==> src/rtl/id_ex_stage.sv <==
// ID/EX pipeline register for PMIPSL0: registers the decoded control bundle and operands,
// detects load-use hazards (one bubble plus upstream stall) and honours flush/hold.
module id_ex_stage #(
  parameter int DATA_W = 16,
  parameter int RA_W   = 2
) (
  input  logic              clock,
  input  logic              reset,
  input  logic              id_valid,
  input  logic [1:0]        id_PCControl,
  input  logic              id_RegWrite,
  input  logic              id_RegDst,
  input  logic              id_ALUSrc,
  input  logic              id_ALUOp,
  input  logic              id_Branch,
  input  logic              id_Jump,
  input  logic              id_MemWrite,
  input  logic              id_MemRead,
  input  logic              id_MemtoReg,
  input  logic [RA_W-1:0]   id_rs,
  input  logic [RA_W-1:0]   id_rt,
  input  logic [RA_W-1:0]   id_rd,
  input  logic [DATA_W-1:0] id_rs_data,
  input  logic [DATA_W-1:0] id_rt_data,
  input  logic [DATA_W-1:0] id_imm,
  input  logic [DATA_W-1:0] id_pc1,
  input  logic              flush,
  input  logic              hold,
  output logic              ex_valid,
  output logic [1:0]        ex_PCControl,
  output logic              ex_RegWrite,
  output logic              ex_RegDst,
  output logic              ex_ALUSrc,
  output logic              ex_ALUOp,
  output logic              ex_Branch,
  output logic              ex_Jump,
  output logic              ex_MemWrite,
  output logic              ex_MemRead,
  output logic              ex_MemtoReg,
  output logic [RA_W-1:0]   ex_rs,
  output logic [RA_W-1:0]   ex_rt,
  output logic [RA_W-1:0]   ex_dest,
  output logic [DATA_W-1:0] ex_rs_data,
  output logic [DATA_W-1:0] ex_rt_data,
  output logic [DATA_W-1:0] ex_imm,
  output logic [DATA_W-1:0] ex_pc1,
  output logic              stall,
  output logic [7:0]        bubble_count
);

  typedef struct packed {
    logic [1:0] pc_control;
    logic       reg_write;
    logic       reg_dst;
    logic       alu_src;
    logic       alu_op;
    logic       branch;
    logic       jump;
    logic       mem_write;
    logic       mem_read;
    logic       mem_to_reg;
  } ctrl_t;

  typedef struct packed {
    logic              valid;
    ctrl_t             ctrl;
    logic [RA_W-1:0]   rs;
    logic [RA_W-1:0]   rt;
    logic [RA_W-1:0]   dest;
    logic [DATA_W-1:0] rs_data;
    logic [DATA_W-1:0] rt_data;
    logic [DATA_W-1:0] imm;
    logic [DATA_W-1:0] pc1;
  } stage_t;

  stage_t     stage_q, stage_d;
  ctrl_t      id_ctrl;
  logic [7:0] bubble_count_q, bubble_count_d;
  logic       id_uses_rt;
  logic       hazard;

  assign id_ctrl = '{pc_control: id_PCControl, reg_write: id_RegWrite, reg_dst: id_RegDst,
                     alu_src: id_ALUSrc, alu_op: id_ALUOp, branch: id_Branch, jump: id_Jump,
                     mem_write: id_MemWrite, mem_read: id_MemRead, mem_to_reg: id_MemtoReg};

  // Stores and branches read rt as a register even though ALUSrc selects the immediate.
  assign id_uses_rt = ~id_ALUSrc | id_MemWrite | id_Branch;

  assign hazard = id_valid & stage_q.valid & stage_q.ctrl.mem_read & stage_q.ctrl.reg_write
                & (stage_q.dest != '0)
                & ((stage_q.dest == id_rs) | ((stage_q.dest == id_rt) & id_uses_rt));

  assign stall = ~flush & (hold | hazard);

  always_comb begin
    // NOTE: every variable gets a default up front so no path through the priority chain
    // leaves it unassigned and infers a latch.
    stage_d        = stage_q;
    bubble_count_d = bubble_count_q;
    if (flush) begin
      stage_d.valid = 1'b0;
      stage_d.ctrl  = '0;
    end else if (!hold) begin
      if (hazard) begin
        stage_d.valid = 1'b0;
        stage_d.ctrl  = '0;
        if (bubble_count_q != 8'hFF) bubble_count_d = bubble_count_q + 8'd1;
      end else begin
        stage_d.valid   = id_valid;
        stage_d.ctrl    = id_valid ? id_ctrl : '0;
        stage_d.rs      = id_rs;
        stage_d.rt      = id_rt;
        stage_d.dest    = id_RegDst ? id_rd : id_rt;
        stage_d.rs_data = id_rs_data;
        stage_d.rt_data = id_rt_data;
        stage_d.imm     = id_imm;
        stage_d.pc1     = id_pc1;
      end
    end
  end

  // NOTE: the data fields are cleared on reset too; it costs nothing here and keeps the
  // whole stage at a known value out of reset.
  always_ff @(posedge clock or negedge reset) begin
    if (!reset) begin
      stage_q        <= '0;
      bubble_count_q <= '0;
    end else begin
      // NOTE: non-blocking assignment so every flop samples pre-edge values.
      stage_q        <= stage_d;
      bubble_count_q <= bubble_count_d;
    end
  end

  assign ex_valid     = stage_q.valid;
  assign ex_PCControl = stage_q.ctrl.pc_control;
  assign ex_RegWrite  = stage_q.ctrl.reg_write;
  assign ex_RegDst    = stage_q.ctrl.reg_dst;
  assign ex_ALUSrc    = stage_q.ctrl.alu_src;
  assign ex_ALUOp     = stage_q.ctrl.alu_op;
  assign ex_Branch    = stage_q.ctrl.branch;
  assign ex_Jump      = stage_q.ctrl.jump;
  assign ex_MemWrite  = stage_q.ctrl.mem_write;
  assign ex_MemRead   = stage_q.ctrl.mem_read;
  assign ex_MemtoReg  = stage_q.ctrl.mem_to_reg;
  assign ex_rs        = stage_q.rs;
  assign ex_rt        = stage_q.rt;
  assign ex_dest      = stage_q.dest;
  assign ex_rs_data   = stage_q.rs_data;
  assign ex_rt_data   = stage_q.rt_data;
  assign ex_imm       = stage_q.imm;
  assign ex_pc1       = stage_q.pc1;
  assign bubble_count = bubble_count_q;

endmodule

==> config.mk <==
export PLATFORM = sky130hd
export DESIGN_NAME = id_ex_stage
export DESIGN_NICKNAME = d
export VERILOG_FILES = /design/src/rtl/id_ex_stage.sv
export SDC_FILE = /design/constraint.sdc
export NUM_CORES = 1
export LEC_CHECK = 0
export BUFFER_PORTS_ARGS = -buffer_cell sky130_fd_sc_hd__buf_2
export CAP_MARGIN = 20
export CORE_ASPECT_RATIO = 1.5
export CORE_MARGIN = 2
export CORE_UTILIZATION = 47
export DETAILED_ROUTE_END_ITERATION = 6
export GPL_TIMING_DRIVEN = 0
export HOLD_SLACK_MARGIN = 0.02
export PLACE_DENSITY_LB_ADDON = 0.2
export SYNTH_ARGS = -nofsm -noshare
export SYNTH_HDL_FRONTEND = slang
export SYNTH_SLANG_ARGS = --single-unit
==> constraint.sdc <==
create_clock -name clock -period 2.6 [get_ports clock]
set_clock_uncertainty 0.15 [all_clocks]
set_input_delay 0.52 -clock clock [delete_from_list [all_inputs] [get_ports clock]]
set_output_delay 0.52 -clock clock [all_outputs]
set_load 0.01 [all_outputs]
==> impl_metrics.ini <==
[timing]
holdWs_ns = 0.2580
finalCritPeriodShare_pct = 92.63
rsz0062_at_grt = no
fin_setup_tns_ns = 0
clock.fmax_ghz = 0.4152
hold_viol_final = 0
period_needed_ns = 2.408
tightest_slew_ns = 0.5813
drv_slew = 0
slew_headroom_pct = 61.10
setup_viol = 0

[worst_hold_path]
hold_path_class = in2reg
hold_start = id_pc1[9]

[synthesis]
yosysSeqAreaShare_pct = 56.62
syn_nets = 323
ys_seq_elements = 90
synthFlopType = dfrtp_1
synthArstFlopShare_pct = 100.0
synth.cell_area_um2 = 3978
ys_types = 31
avgSynthCellArea_um2 = 16.85
synth_cells = 236
yosysWarnings = 0
synth_edf_count = 0

[status]
status = complete, no violations

[die]
core_area_um2 = 8310
start_util_pct = 47.86
die_h_um = 116.7
rows = 41
die_x_um = 79.11
die_area_um2 = 9230
io_pins = 177

[route]
dr.pass1.iters = 4
post-route-drc-count = 0
drtAntennaViolNets = 0
wl_per_cell_um = 16.20
wl_mm = 8.653
drt-initial-drc-count = 116
avgViaCountPerCell = 4.927
vias = 2631

[global_route]
grt_max_degree = 71
grt_overflow = 0
grtUsageMet2_pct = 31.81
track_usage_pct = 19.00
antenna_found_initial = 0
grt_use_met3_pct = 5.332
grt_pass1_vias = 2588
busiest_layer = met2
grt_pass1_wl_mm = 13.25
use_met1_pct = 22.98

[setup_path]
path_depth = 5
startpoint_type = flip-flop
cp.required_ns = 1.93
worstPathCellList = xor2_1 -> o32ai_4 -> nand2_1 -> a21oi_1 -> buf_2
cp_top_family = compound AO/OA/AOI/OAI gates
reg2reg_from = ex_dest[0]$_DFFE_PN0P_
rrSetupSlack_ns = 0.58
r2r-end = ex_RegWrite$_DFFE_PN0P_
reg2reg_depth = 6
crit_buf_inv = 1
critPathCaptureType = primary output
path_class = reg2out
cp.arrival_ns = 1.74
critPathMaxStageDelay_ns = 0.45
worstPathMaxFanout = 6
cp_slowest_cell = dfrtp_1
startpoint = ex_dest[0]$_DFFE_PN0P_
crit_path_end = stall

[cells_and_area]
drive_gt1_share_pct = 64.64
nNetsFinal = 510
area.growth.synth_to_final_pct = 33.88
fin_area_um2 = 5325
diodes = 0

[clock_tree]
h-tree-depth = 3
cts.path.max_buffers = 2
clk_latency_ns = 0.33
cts_tree = yes
clk_pin_slew_ns = 0.07
cts.sinks = 90
numCtsBuffers = 9
cts-root-buf = clkbuf_16

[power]
total_power_mw = 3.730
ir_drop_uv = 392.2
p_leak_nw = 2.746
p_per_area_nw_per_um2 = 700.5

[job]
drv_cap = 0

[place]
numPortBuffers = 174
hpwl_mm = 6.257
place_area_um2 = 5012
gp_congestion = 0.7788
## timing repair
item                      4_1_cts  5_1_grt
hold endpoints to repair       20        0
buffers inserted                0        0
resized for setup               0        0
hold buffers                    1        0
## logic make-up after synthesis
family	Yosys count	share of synthesized area [%]
mux	71	26.27
fa+ha+maj	1	0.3145
simple gates	31	4.781
compound gates	19	5.190
flops	90	56.62
buf+inv	14	4.624
xor+xnor	10	2.202
## synth_stat cells, drive strengths merged (4+ instances only)
cell	instances	area [um^2]
nor3b	5	42.54
nor2	7	33.78
mux2	69	1025
nor2b	4	25.02
buf	11	172.7
dfrtp	90	2252
nand3	4	20.02
xor2	9	78.83
a32o	7	70.07
a22o	5	43.79
## worst register-to-register path, cell delays in order, from the launching register on
cell and delay [ns]:
dfrtp_1 0.45, xor2_1 0.21, o32ai_4 0.32, nand2_1 0.13, and2_1 0.21, buf_2 0.19, a32o_1 0.27
## state kept, by name, summed over array words and instances, names as in the netlist
name and cells:
ex_imm 16, ex_pc1 16, ex_rs_data 16, ex_rt_data 16
bubble_count 8, ex_PCControl 2, ex_dest 2, ex_rs 2
ex_rt 2, ex_ALUOp 1, ex_ALUSrc 1, ex_Branch 1
ex_Jump 1, ex_MemRead 1, ex_MemWrite 1, ex_MemtoReg 1
ex_RegDst 1, ex_RegWrite 1, ex_valid 1
## where the power goes
group          internal (mW)  total [mW]  switching [mW]
Combinational          0.431       0.750           0.320
Clock                  0.772        1.31           0.542
Sequential              1.57        1.67          0.0963
## layer usage
| layer | share of wire [%] | up-vias |
|---|---|---|
| li1 | - | 1214 |
| met1 | 41 | 1311 |
| met2 | 52 | 96 |
| met3 | 5.9 | 10 |
| met4 | 1.5 | 0 |
| met5 | 0 | - |
## worst min path at each step
stage                                        to  slack, ns  cells after the start
finish                    ex_pc1[9]$_DFFE_PN0P_       0.26                      2
global route             ex_imm[14]$_DFFE_PN0P_       0.25                      2
CTS                       ex_pc1[9]$_DFFE_PN0P_       0.25                      2
detailed placement  bubble_count[0]$_DFFE_PN0P_       0.28                      1
global placement            ex_Jump$_DFFE_PN0P_       0.32                      1
floorplan           bubble_count[0]$_DFFE_PN0P_       0.07                      0
## final cells by class
class	instances	area, um^2
multi-input combinational	132	1541
inverter	3	11.26
tap	107	133.9
clock buffer	10	239.0
fill	657	2985
clock inverter	5	63.81
buffer	11	172.7
sequential	90	2252
timing repair buffer	176	910.9
## through the flow
step                      cells  utilization [%]  setup slack (ns)
after detailed placement    518            60.31            0.3243
after global placement      517            59.95           0.06736
final                       534            64.08            0.1917
after global routing        534            64.08           0.07915
after CTS                   534            64.08            0.1583
after floorplan             236                -            0.5325
## placed cells by master, fill, tap and decap left out, drive strengths merged, types with 2 or more instances in the layout
cell type and n:
mux2i 2, nand3 4, nand4 2, a32o 7, mux2 69, nor3b 5, inv 4, a21oi 3
nor2b 4, xor2 9, clkinv 2, nor2 7, clkbuf 10, dfrtp 90, a22o 5, nand2 3
buf 186, nor3 3
Note: power is estimated with default switching activity, not from simulation.
